<file path="src/rtl/xosera_bus_if_if.sv">
// Bus pin and register-file signal bundle for xosera_bus_if.
// slave faces the front end; master faces the pads and the core.
interface xosera_bus_if_if #(
   parameter int DATA_W   = 8,
   parameter int REGNUM_W = 4
);
   logic                bus_cs_n_i;
   logic                bus_rd_nwr_i;
   logic                bus_bytesel_i;
   logic [REGNUM_W-1:0] bus_reg_num_i;
   logic [DATA_W-1:0]   bus_data_i;
   logic [DATA_W-1:0]   bus_data_o;
   logic                bus_out_ena_o;
   logic                bus_dtack_o;
   logic                reg_wr_o;
   logic                reg_rd_o;
   logic [REGNUM_W-1:0] reg_num_o;
   logic                reg_bytesel_o;
   logic [DATA_W-1:0]   reg_data_o;
   logic                reg_rd_ack_i;
   logic [DATA_W-1:0]   reg_rd_data_i;
   logic                bus_timeout_o;

   modport slave (
      input  bus_cs_n_i, bus_rd_nwr_i, bus_bytesel_i,
      input  bus_reg_num_i, bus_data_i,
      input  reg_rd_ack_i, reg_rd_data_i,
      output bus_data_o, bus_out_ena_o, bus_dtack_o,
      output reg_wr_o, reg_rd_o, reg_num_o,
      output reg_bytesel_o, reg_data_o, bus_timeout_o
   );

   modport master (
      output bus_cs_n_i, bus_rd_nwr_i, bus_bytesel_i,
      output bus_reg_num_i, bus_data_i,
      output reg_rd_ack_i, reg_rd_data_i,
      input  bus_data_o, bus_out_ena_o, bus_dtack_o,
      input  reg_wr_o, reg_rd_o, reg_num_o,
      input  reg_bytesel_o, reg_data_o, bus_timeout_o
   );
endinterface

</file>
<file path="src/rtl/xosera_bus_if.sv">
// m68k host-bus front end: strobe sync, access FSM, DTACK/output enable.
// Define XOSERA_BUS_TIMEOUT_EN to add the read-ack timeout.
module xosera_bus_if #(
   parameter int DATA_W         = 8,
   parameter int REGNUM_W       = 4,
   parameter int SYNC_STAGES    = 2,
   parameter int TIMEOUT_CYCLES = 255
) (
   input logic            clk,
   input logic            reset_n_i,
   xosera_bus_if_if.slave bus
);

   localparam logic [1:0] IDLE    = 2'd0;
   localparam logic [1:0] SETTLE  = 2'd1;
   localparam logic [1:0] WAIT_RD = 2'd2;
   localparam logic [1:0] ACK     = 2'd3;

   logic [SYNC_STAGES-1:0] cs_n_q;
   logic [SYNC_STAGES-1:0] rd_nwr_q;
   logic [SYNC_STAGES-1:0] bytesel_q;
   logic [REGNUM_W-1:0]    num_q [SYNC_STAGES];
   logic [DATA_W-1:0]      din_q [SYNC_STAGES];
   logic                   cs_s;

   always_ff @(posedge clk or negedge reset_n_i) begin
      if (!reset_n_i) begin
         cs_n_q    <= '1;
         rd_nwr_q  <= '0;
         bytesel_q <= '0;
         for (int i = 0; i < SYNC_STAGES; i++) begin
            num_q[i] <= '0;
            din_q[i] <= '0;
         end
      end else begin
         cs_n_q    <= {cs_n_q[SYNC_STAGES-2:0], bus.bus_cs_n_i};
         rd_nwr_q  <= {rd_nwr_q[SYNC_STAGES-2:0], bus.bus_rd_nwr_i};
         bytesel_q <= {bytesel_q[SYNC_STAGES-2:0], bus.bus_bytesel_i};
         num_q[0]  <= bus.bus_reg_num_i;
         din_q[0]  <= bus.bus_data_i;
         for (int i = 1; i < SYNC_STAGES; i++) begin
            num_q[i] <= num_q[i-1];
            din_q[i] <= din_q[i-1];
         end
      end
   end

   assign cs_s = ~cs_n_q[SYNC_STAGES-1];

   logic [1:0]             state;
   logic [SYNC_STAGES-1:0] flushed;
   logic                   armed;
   logic                   wr_q;
   logic                   rd_q;
   logic                   dtack_q;
   logic                   oe_q;
   logic [DATA_W-1:0]      dout_q;
   logic [REGNUM_W-1:0]    num_o_q;
   logic                   bs_o_q;
   logic [DATA_W-1:0]      dat_o_q;

`ifdef XOSERA_BUS_TIMEOUT_EN
   localparam int CNT_W = $clog2(TIMEOUT_CYCLES + 1);
   logic [CNT_W-1:0] cnt;
   logic             to_q;
`endif

   // armed: a CS held across reset must be seen released first
   always_ff @(posedge clk or negedge reset_n_i) begin
      if (!reset_n_i) begin
         state   <= IDLE;
         flushed <= '0;
         armed   <= 1'b0;
         wr_q    <= 1'b0;
         rd_q    <= 1'b0;
         dtack_q <= 1'b0;
         oe_q    <= 1'b0;
         dout_q  <= '0;
         num_o_q <= '0;
         bs_o_q  <= 1'b0;
         dat_o_q <= '0;
`ifdef XOSERA_BUS_TIMEOUT_EN
         cnt     <= '0;
         to_q    <= 1'b0;
`endif
      end else begin
         wr_q    <= 1'b0;
         rd_q    <= 1'b0;
         flushed <= {flushed[SYNC_STAGES-2:0], 1'b1};
         if (flushed[SYNC_STAGES-1] && !cs_s)
            armed <= 1'b1;
         case (state)
            IDLE: begin
               if (cs_s && armed)
                  state <= SETTLE;
            end
            SETTLE: begin
               if (!cs_s) begin
                  state <= IDLE;
               end else begin
                  num_o_q <= num_q[SYNC_STAGES-1];
                  bs_o_q  <= bytesel_q[SYNC_STAGES-1];
                  dat_o_q <= din_q[SYNC_STAGES-1];
                  if (rd_nwr_q[SYNC_STAGES-1]) begin
                     rd_q  <= 1'b1;
                     state <= WAIT_RD;
`ifdef XOSERA_BUS_TIMEOUT_EN
                     cnt   <= '0;
`endif
                  end else begin
                     wr_q    <= 1'b1;
                     dtack_q <= 1'b1;
                     state   <= ACK;
                  end
               end
            end
            WAIT_RD: begin
               if (!cs_s) begin
                  state <= IDLE;
               end else if (bus.reg_rd_ack_i) begin
                  dout_q  <= bus.reg_rd_data_i;
                  dtack_q <= 1'b1;
                  oe_q    <= 1'b1;
                  state   <= ACK;
               end
`ifdef XOSERA_BUS_TIMEOUT_EN
               else if (cnt == CNT_W'(TIMEOUT_CYCLES - 1)) begin
                  dout_q  <= '1;
                  dtack_q <= 1'b1;
                  oe_q    <= 1'b1;
                  to_q    <= 1'b1;
                  state   <= ACK;
               end else begin
                  cnt <= cnt + 1'b1;
               end
`endif
            end
            ACK: begin
               if (!cs_s) begin
                  dtack_q <= 1'b0;
                  oe_q    <= 1'b0;
                  state   <= IDLE;
               end
            end
            default: state <= IDLE;
         endcase
      end
   end

   assign bus.bus_data_o    = dout_q;
   assign bus.bus_out_ena_o = oe_q;
   assign bus.bus_dtack_o   = dtack_q;
   assign bus.reg_wr_o      = wr_q;
   assign bus.reg_rd_o      = rd_q;
   assign bus.reg_num_o     = num_o_q;
   assign bus.reg_bytesel_o = bs_o_q;
   assign bus.reg_data_o    = dat_o_q;

`ifdef XOSERA_BUS_TIMEOUT_EN
   assign bus.bus_timeout_o = to_q;
`else
   assign bus.bus_timeout_o = (TIMEOUT_CYCLES < 0);
`endif

endmodule

</file>
<file path="src/flat_wrapper.sv">
// flat-port wrapper written by rule: the top's interface ports become plain ports
module xosera_bus_if_flat 
#(
   parameter int DATA_W         = 8,
   parameter int REGNUM_W       = 4,
   parameter int SYNC_STAGES    = 2,
   parameter int TIMEOUT_CYCLES = 255
)
  (clk, reset_n_i, bus_bus_cs_n_i, bus_bus_rd_nwr_i, bus_bus_bytesel_i, bus_bus_reg_num_i, bus_bus_data_i, bus_reg_rd_ack_i, bus_reg_rd_data_i, bus_bus_data_o, bus_bus_out_ena_o, bus_bus_dtack_o, bus_reg_wr_o, bus_reg_rd_o, bus_reg_num_o, bus_reg_bytesel_o, bus_reg_data_o, bus_bus_timeout_o);
  xosera_bus_if_if #(.DATA_W(DATA_W), .REGNUM_W(REGNUM_W)) bus_i ();
  input logic clk;
  input logic reset_n_i;
  input wire logic [$bits(bus_i.bus_cs_n_i)-1:0] bus_bus_cs_n_i;
  input wire logic [$bits(bus_i.bus_rd_nwr_i)-1:0] bus_bus_rd_nwr_i;
  input wire logic [$bits(bus_i.bus_bytesel_i)-1:0] bus_bus_bytesel_i;
  input wire logic [$bits(bus_i.bus_reg_num_i)-1:0] bus_bus_reg_num_i;
  input wire logic [$bits(bus_i.bus_data_i)-1:0] bus_bus_data_i;
  input wire logic [$bits(bus_i.reg_rd_ack_i)-1:0] bus_reg_rd_ack_i;
  input wire logic [$bits(bus_i.reg_rd_data_i)-1:0] bus_reg_rd_data_i;
  output wire logic [$bits(bus_i.bus_data_o)-1:0] bus_bus_data_o;
  output wire logic [$bits(bus_i.bus_out_ena_o)-1:0] bus_bus_out_ena_o;
  output wire logic [$bits(bus_i.bus_dtack_o)-1:0] bus_bus_dtack_o;
  output wire logic [$bits(bus_i.reg_wr_o)-1:0] bus_reg_wr_o;
  output wire logic [$bits(bus_i.reg_rd_o)-1:0] bus_reg_rd_o;
  output wire logic [$bits(bus_i.reg_num_o)-1:0] bus_reg_num_o;
  output wire logic [$bits(bus_i.reg_bytesel_o)-1:0] bus_reg_bytesel_o;
  output wire logic [$bits(bus_i.reg_data_o)-1:0] bus_reg_data_o;
  output wire logic [$bits(bus_i.bus_timeout_o)-1:0] bus_bus_timeout_o;
  assign bus_i.bus_cs_n_i = bus_bus_cs_n_i;
  assign bus_i.bus_rd_nwr_i = bus_bus_rd_nwr_i;
  assign bus_i.bus_bytesel_i = bus_bus_bytesel_i;
  assign bus_i.bus_reg_num_i = bus_bus_reg_num_i;
  assign bus_i.bus_data_i = bus_bus_data_i;
  assign bus_i.reg_rd_ack_i = bus_reg_rd_ack_i;
  assign bus_i.reg_rd_data_i = bus_reg_rd_data_i;
  assign bus_bus_data_o = bus_i.bus_data_o;
  assign bus_bus_out_ena_o = bus_i.bus_out_ena_o;
  assign bus_bus_dtack_o = bus_i.bus_dtack_o;
  assign bus_reg_wr_o = bus_i.reg_wr_o;
  assign bus_reg_rd_o = bus_i.reg_rd_o;
  assign bus_reg_num_o = bus_i.reg_num_o;
  assign bus_reg_bytesel_o = bus_i.reg_bytesel_o;
  assign bus_reg_data_o = bus_i.reg_data_o;
  assign bus_bus_timeout_o = bus_i.bus_timeout_o;
  xosera_bus_if #(.DATA_W(DATA_W), .REGNUM_W(REGNUM_W), .SYNC_STAGES(SYNC_STAGES), .TIMEOUT_CYCLES(TIMEOUT_CYCLES)) u_core (.clk(clk), .reset_n_i(reset_n_i), .bus(bus_i));
endmodule
</file>
<file path="config.mk">
export PLATFORM = sky130hd
export DESIGN_NAME = xosera_bus_if_flat
export DESIGN_NICKNAME = d
export VERILOG_FILES = /design/src/rtl/xosera_bus_if_if.sv /design/src/rtl/xosera_bus_if.sv /design/src/flat_wrapper.sv
export SDC_FILE = /design/constraint.sdc
export NUM_CORES = 1
export LEC_CHECK = 0
export ABC_AREA = 1
export ABC_CLOCK_PERIOD_IN_PS = 1640
export BUFFER_PORTS_ARGS = -buffer_cell sky130_fd_sc_hd__buf_4
export CAP_MARGIN = 15
export CORE_MARGIN = 8
export CORE_UTILIZATION = 51
export CTS_CLUSTER_DIAMETER = 40
export DETAILED_ROUTE_END_ITERATION = 7
export PLACE_DENSITY = 0.77
export SKIP_CTS_REPAIR_TIMING = 1
export SYNTH_ARGS = -nofsm -noshare
export SYNTH_HDL_FRONTEND = slang
export SYNTH_SLANG_ARGS = --single-unit
</file>
<file path="constraint.sdc">
create_clock -name clk -period 1.64 [get_ports clk]
set_input_delay 0.082 -clock clk [delete_from_list [all_inputs] [get_ports clk]]
set_output_delay 0.082 -clock clk [all_outputs]
set_load 0.01 [all_outputs]
</file>
### Yosys cells after proc, flatten, opt, wreduce, memory -nomap -nowiden

Index checks and enable logic that the tools add are counted.

| storage, ports and cells | value |
|---|---|
| register bits | 60 |
| bits of input ports | 26 |
| output and inout port bits | 26 |
| logic and storage cells | 59 |

| cells by class | value |
|---|---|
| eq/ne operators | 10 |
| mux-type cells | 20 |
| bitwise logic cells | 1 |
| reduce and logical (&&, ||, !) cells | 10 |

Operator list:

| cell | count |
|---|---|
| 2-to-1 mux 1 bit | 12 |
| 2-to-1 mux 2 bit | 5 |
| inequality test 2 bit (second input constant) | 4 |
| one-hot mux 2 bit (4 select lines) | 1 |
| AND reduction 3 bit | 2 |
| AND reduction 6 bit | 1 |
| == test 2 bit (second input constant) | 2 |
| inequality test 2 x 1 -> 1 bit (second input constant) | 2 |
| AND reduction 4 bit | 1 |
| inequality test 3 x 2 -> 1 bit (second input constant) | 1 |
| one-hot mux 1 bit (3 select lines) | 1 |
| nonzero test 3 bit | 1 |
| == test 2 x 1 -> 1 bit (second input constant) | 1 |
| logical AND 1 bit | 2 |
| zero test 2 bit | 1 |
| one-hot mux 1 bit (2 select lines) | 1 |
| AND reduction 2 bit | 1 |
| nonzero test 2 bit | 1 |
| inverter 1 bit | 1 |

### Depth between registers and ports, before layout

Gate-level depths: netlist of the first run.

| depth | value |
|---|---|
| depth after elaboration | 4 |
| mapped depth | 8 |
| depth with buffers taken out | 7 |

### Worst setup path after synthesis of the first run

Ideal clock, no wire load.

| path | value |
|---|---|
| kind | register to register |
| start | register u_core.cs_n_q[1] |
| end | register u_core.dat_o_q[0], in the netlist u_core.bus.reg_data_o[0] |
| arrival time | 1.085 ns |
| data required time | 1.523 ns |
| path slack | 0.439 ns |
| stages on the path, launching flop included | 6 |
| path buffers | 2 |
| clock period less this slack | 1.201 ns |
| cells stage by stage | dfstp_2 buf_2 inv_2 buf_2 nand3_1 nand2_1 |

| on the way | value |
|---|---|
| cells in the longest elaborated chain, start to end | 2 |

Ends and longest elaborated chain:

| what | RTL line | source |
|---|---|---|
| start: declaration | xosera_bus_if.sv:19 | `logic [SYNC_STAGES-1:0] cs_n_q;` |
| start signal: assignment | xosera_bus_if.sv:36 | `cs_n_q <= {cs_n_q[SYNC_STAGES-2:0], bus.bus_cs_n_i};` |
| inverter 1 bit (no source line) | -- |  |
| AND reduction 2 bit (no source line) | -- |  |
| end signal: assignment | xosera_bus_if.sv:103 | `dat_o_q <= din_q[SYNC_STAGES-1];` |
| end: declaration | xosera_bus_if.sv:60 | `logic [DATA_W-1:0] dat_o_q;` |

Every way passes these cells.
A chain may end at the register's enable or synchronous reset.

### Final worst setup path of the first run

| path | value |
|---|---|
| start | register u_core.cs_n_q[1] |
| end | register u_core.num_o_q[0], in the netlist u_core.bus.reg_num_o[0] |

| on the way | value |
|---|---|
| cells in the longest elaborated chain, start to end | 2 |

Ends and longest elaborated chain:

| what | RTL line | source |
|---|---|---|
| inverter 1 bit (no source line) | -- |  |
| AND reduction 2 bit (no source line) | -- |  |
| end signal: assignment | xosera_bus_if.sv:101 | `num_o_q <= num_q[SYNC_STAGES-1];` |
| end: declaration | xosera_bus_if.sv:58 | `logic [REGNUM_W-1:0] num_o_q;` |

Every way passes these cells.

==> results of run 1 <==
==> flip-flops by register name, summed over array words and instances (netlist names) <==
register                  flops
u_core.armed                  1
u_core.bus.bus_data_o         8
u_core.cs_n_q                 2
u_core.num_q                  8
u_core.flushed                2
u_core.rd_nwr_q               2
u_core.bus.reg_rd_o           1
u_core.bus.reg_bytesel_o      1
u_core.bus.reg_wr_o           1
u_core.state                  2
u_core.bus.reg_data_o         8
u_core.bytesel_q              2
u_core.bus.bus_dtack_o        1
u_core.bus.reg_num_o          4
u_core.bus.bus_out_ena_o      1
u_core.din_q                 16
==> power by group through the flow <==
stage	registers [mW]	clock network, mW	logic, mW
after floorplan	2.15	0	0.508
after detailed placement	2.06	0	1.24
after CTS	2.04	1.11	1.25
final	2.04	1.08	1.26
after global placement	2.06	0	1.21
after global routing	2.09	1.18	1.39
==> synthesized netlist by cell type (all sizes together) <==
cell type,n
inv,6
a21o,2
nand2,64
dfrtp,58
buf,6
nand3,24
dfstp,2
conb,2
nor2,8
o21ai,2
==> worst max path at each step <==
stage,end,slack [ns],cells after the start
5_1_grt,u_core.bus.bus_dtack_o$_DFFE_PN0P_,0.23,5
3_3_place_gp,u_core.bus.reg_data_o[5]$_DFFE_PN0P_,0.41,4
2_1_floorplan,u_core.bus.reg_data_o[0]$_DFFE_PN0P_,0.44,5
3_5_place_dp,u_core.bus.reg_num_o[0]$_DFFE_PN0P_,0.35,4
4_1_cts,u_core.bus.reg_num_o[0]$_DFFE_PN0P_,0.33,4
6_report,u_core.bus.reg_num_o[0]$_DFFE_PN0P_,0.33,4
==> logic make-up (layout without fill, tap and decap cells) <==
logic type,Yosys count,in the layout,synth area share
buffers and inverters,12,91,0.0315
AO/OA/AOI/OAI,4,4,0.0130
AND/OR/NAND/NOR,96,96,0.210
other,2,2,0.00370
flip-flops,60,60,0.742
==> worst max-delay path, cell delays in order, from the launching register on <==
cell	delay (ns)
dfstp_2	0.64
inv_2	0.18
nand2_2	0.26
nand2_1	0.10
nand2_1	0.07
==> metrics by stage <==
step	instance area (sq um)	util
6_report	2780	0.709
5_1_grt	2780	0.709
4_1_cts	2590	0.663
3_5_place_dp	2430	0.621
3_3_place_gp	2430	0.621
2_1_floorplan	2030	-
==> area by class of cell <==
| type | count | area (sq um) |
|---|---|---|
| tap | 50 | 62.6 |
| multi-input combinational | 102 | 460 |
| inverter | 6 | 22.5 |
| clock inverter | 2 | 10.0 |
| timing repair buffer | 69 | 563 |
| fill | 296 | 1140 |
| clock buffer | 14 | 153 |
| sequential | 60 | 1500 |
==> metal layers <==
metal / part of all wire / global-route usage / vias to the layer above
li1: - / - / 694
met1: 0.39 / 0.135 / 671
met2: 0.53 / 0.200 / 42
met3: 0.067 / 0.0542 / 9
met4: 0.018 / 0.0833 / 0
met5: 0 / 0 / -
==> impl_metrics.json, run 1 <==
{
  "status": "finished with violations",
  "violations": "hold timing",
  "synth_top_area_frac": 0.716,
  "grt_max_degree": 61,
  "antennaDiodeCount": 0,
  "cp-end-kind": "flop",
  "grt_pass1_vias": 1331,
  "avgViaCountPerCell": 4.67,
  "switching_share": 0.313,
  "clk_pin_slew_ns": 0.06,
  "timing.critical_path.fanout_max": 19,
  "min-delay-start": "bus_reg_rd_data_i[1]",
  "powerDensity_mw_per_mm2": 1580,
  "fmax_ghz": 0.764,
  "cts.root.buffer_cell": "clkbuf_8",
  "setup_slack_ns": 0.331,
  "die_area_sq_mm": 0.00625,
  "place_congestion": 0.733,
  "setup.worst_path.start": "u_core.cs_n_q[1]$_DFF_PN1_",
  "tritoncts": "built",
  "nets": 274,
  "cts_sinks": 60,
  "clock_latency_ns": 0.32,
  "synthToLayoutAreaGrowth_pct": 36.8,
  "worstReg2RegEnd": "u_core.bus.reg_num_o[0]$_DFFE_PN0P_",
  "finalWirelength_um": 4010,
  "holdPathStages": 3,
  "tightest_slew_ns": 0.690,
  "fp.coreArea_sq_mm": 0.00391,
  "critical_path.startpoint_type": "flop",
  "post-route-period-util": 0.798,
  "peakVddDrop_mv": 0.798,
  "p_seq_frac": 0.467,
  "dp_slack_ns": 0.352,
  "arrival_ns": 1.57,
  "p_total_mw": 4.38,
  "whs_ns": -0.00703,
  "antenna_found_initial": 0,
  "syn_inst": 174,
  "drtPass1Iterations": 4,
  "p_int_mw": 3.01,
  "period_needed_ns": 1.31,
  "layout_common_cells": "nand2_1 (61), dfrtp_1 (58), buf_4 (51)",
  "synth_area_leader_cell": "dfrtp_1",
  "cts-buffers-inserted": 9,
  "synthTopCellsByArea": "dfrtp_1 (72%), nand2_1 (11%), nand3_1 (5.9%)",
  "final_common_cell": "nand2_1",
  "yosysWarnings": 0,
  "hold_class": "input port to flop",
  "synth.distinct_cells": 19,
  "place_hpwl_um": 2600,
  "clockBufferDepth": 2,
  "worstSetupPathType": "flop to flop",
  "wl_per_cell_um": 13.2,
  "grt_overflow_total": 0,
  "start_util": 0.518,
  "grtUsageTotal": 0.126,
  "rsz0062_at_grt": "false",
  "finalSetupViolations": 0,
  "io_buffers": 50,
  "grt_pass1_wl_um": 6010,
  "p_clk_frac": 0.246,
  "syn_area_sq_mm": 0.00203,
  "io_pins": 52,
  "r2r_start": "u_core.cs_n_q[1]$_DFF_PN1_",
  "hold_viol": 1,
  "layout-drive-gt1-share": 0.292,
  "htree_levels": 3,
  "p_comb_frac": 0.287,
  "hold_path_end": "u_core.bus.bus_data_o[1]$_DFFE_PN0P_",
  "fin_tns_setup_ns": 0,
  "slew_headroom": 0.540,
  "drc": 0,
  "yosysSeqAreaShare": 0.742,
  "final_cells": 303,
  "rr_worst_depth": 4,
  "drv_slew": 0,
  "cap_violations": 0,
  "avgSynthCellArea_sq_um": 11.7,
  "drtIter0Drc": 69,
  "vias": 1416,
  "die_w_um": 79.1,
  "p_sw_mw": 1.37,
  "ys_seq_elements": 60,
  "ant_nets": 0,
  "cp_data_required_time_ns": 1.90,
  "syn-num-nets": 200,
  "dp.cells": 269,
  "r2r_slack_ns": 0.33,
  "die_h_um": 79.1,
  "clock-skew-final_ns": 0.00562,
  "row_count": 23,
  "leakage_nw": 1.46
}
No activity file was read; power rests on OpenSTA's default activity.
==> run 2, diff against run 1 <==
--- a/config.mk
+++ b/config.mk
@@ -6,14 +6,14 @@
 export NUM_CORES = 1
 export LEC_CHECK = 0
 export ABC_AREA = 1
-export ABC_CLOCK_PERIOD_IN_PS = 1640
+export ABC_CLOCK_PERIOD_IN_PS = 1150
 export BUFFER_PORTS_ARGS = -buffer_cell sky130_fd_sc_hd__buf_4
 export CAP_MARGIN = 15
 export CORE_MARGIN = 8
-export CORE_UTILIZATION = 51
+export CORE_UTILIZATION = 46
 export CTS_CLUSTER_DIAMETER = 40
 export DETAILED_ROUTE_END_ITERATION = 7
-export PLACE_DENSITY = 0.77
+export PLACE_DENSITY = 0.74
 export SKIP_CTS_REPAIR_TIMING = 1
 export SYNTH_ARGS = -nofsm -noshare
 export SYNTH_HDL_FRONTEND = slang
==> constraint.sdc (replaced) <==
create_clock -name clk -period 1.15 [get_ports clk]
set_input_delay 0.0575 -clock clk [delete_from_list [all_inputs] [get_ports clk]]
set_output_delay 0.0575 -clock clk [all_outputs]
set_load 0.01 [all_outputs]
==> run 2 against run 1 <==
Against the previous run:
- the flow finishes with violations (setup timing)
- critical path depth increased by 1
- global-route usage about the same
- total power rose by 51%
- cell count up 5.6%
- utilization shrank 1.1 points
- critical path type unchanged
- wire length increased by 16%
- fmax up 8.8%
==> impl_metrics.json, run 2 (synthesis results as in run 1) <==
{
  "io_pins": 52,
  "violations": "setup timing",
  "antenna_found_initial": 0,
  "arrival_ns": 1.42,
  "layout-drive-gt1-share": 0.369,
  "die_h_um": 82.4,
  "grt_overflow_total": 0,
  "powerDensity_mw_per_mm2": 2200,
  "p_int_mw": 4.45,
  "p_total_mw": 6.61,
  "largest_reg_flops": 16,
  "nFillCells": 298,
  "timing.critical_path.fanout_max": 7,
  "clockBufferDepth": 2,
  "p_comb_frac": 0.308,
  "p_clk_frac": 0.250,
  "p_sw_mw": 2.16,
  "setup_slack_ns": -0.0533,
  "place_congestion": 0.797,
  "clock_latency_ns": 0.34,
  "tritoncts": "built",
  "synthToLayoutAreaGrowth_pct": 47.9,
  "place_hpwl_um": 2760,
  "p_seq_frac": 0.442,
  "cp-end-kind": "flop",
  "cts-buffers-inserted": 9,
  "die_w_um": 82.4,
  "grt_pass1_vias": 1335,
  "rsz0062_at_grt": "true",
  "period_needed_ns": 1.20,
  "finalWirelength_um": 4640,
  "nets": 290,
  "fin_tns_setup_ns": -0.145,
  "drv_slew": 0,
  "peakVddDrop_mv": 1.33,
  "multi_input_area_sq_um": 517,
  "grt_max_degree": 41,
  "wl_per_cell_um": 14.5,
  "ant_nets": 0,
  "antennaDiodeCount": 0,
  "drc": 0,
  "hold_viol": 0,
  "largest_register": "u_core.din_q",
  "htree_levels": 3,
  "hold_class": "input port to flop",
  "switching_share": 0.326,
  "fin_util": 0.698,
  "worstSetupPathType": "flop to flop",
  "status": "finished with violations",
  "finalSetupViolations": 3,
  "drtPass1Iterations": 4,
  "cap_violations": 0,
  "avgViaCountPerCell": 4.70,
  "layout_common_cells": "buf_4 (57), dfrtp_1 (57), nand2_1 (56)",
  "clock-skew-final_ns": 0.00550,
  "grt_pass1_wl_um": 6140,
  "whs_ns": 0.0598,
  "cp_data_required_time_ns": 1.36,
  "io_buffers": 50,
  "row_count": 24,
  "critical_path.startpoint_type": "flop",
  "cts_sinks": 60,
  "die_area_sq_mm": 0.00679,
  "drtIter0Drc": 152,
  "leakage_nw": 1.55,
  "start_util": 0.472,
  "fmax_ghz": 0.831,
  "grtUsageTotal": 0.126,
  "post-route-period-util": 1.05,
  "dp_slack_ns": -0.0153,
  "fp.coreArea_sq_mm": 0.00429,
  "cts.root.buffer_cell": "clkbuf_8",
  "clk_pin_slew_ns": 0.06,
  "vias": 1504,
  "regArea_sq_mm": 0.00151
}
## run 2: path summary, 6_finish.rpt
check / slack (ns) / cells after the start / end / start
max in group asynchronous: 0.49 / 3 / u_core.state[1]$_DFFE_PN0P_ / reset_n_i
min in group asynchronous: 0.15 / 2 / u_core.bus.bus_data_o[0]$_DFFE_PN0P_ / reset_n_i
setup reg to reg: -0.05 / 5 / u_core.bus.bus_data_o[0]$_DFFE_PN0P_ / u_core.cs_n_q[1]$_DFF_PN1_
hold / removal: 0.06 / 3 / u_core.bus.bus_data_o[2]$_DFFE_PN0P_ / bus_reg_rd_ack_i
setup / recovery: -0.05 / 5 / u_core.bus.bus_data_o[0]$_DFFE_PN0P_ / u_core.cs_n_q[1]$_DFF_PN1_
hold reg to reg: 0.35 / 0 / u_core.flushed[1]$_DFF_PN0_ / u_core.flushed[0]$_DFF_PN0_
## run 2: metal layers
metal | GRT usage | wire, um | vias to the layer above
met5 | 0 | 0 | -
li1 | - | - | 721
met4 | 0.0789 | 183 | 0
met3 | 0.0563 | 285 | 15
met2 | 0.187 | 2330 | 52
met1 | 0.145 | 1840 | 716
## run 2: per-stage QoR
stage          instances  cell area [sq um]
4_1_cts              291               2660
5_1_grt              320               3000
2_1_floorplan        174               2030
3_3_place_gp         276               2480
6_report             320               3000
3_5_place_dp         276               2480
## run 2: power by group through the flow
stage / Clock [mW] / Combinational [mW] / Sequential [mW]
6_report: 1.65 / 2.04 / 2.92
5_1_grt: 1.81 / 2.24 / 2.98
4_1_cts: 1.69 / 1.84 / 2.89
3_5_place_dp: 0 / 1.82 / 2.92
3_3_place_gp: 0 / 1.77 / 2.91
2_1_floorplan: 0 / 0.725 / 3.07
## run 2: cell type report
class                           instances  area share
Clock buffer                           11      0.0505
Clock inverter                          4     0.00834
Tap cell                               52      0.0217
Inverter                                6     0.00834
Sequential cell                        60       0.502
Multi-Input combinational cell        103       0.172
Timing Repair Buffer                   84       0.237
## run 2: worst max-delay path, stage by stage, from the launching register on
cell and delay, ns:
dfstp_2 0.60, buf_6 0.15, nor2_8 0.05, buf_4 0.14, nand3_1 0.06, nand2_1 0.09
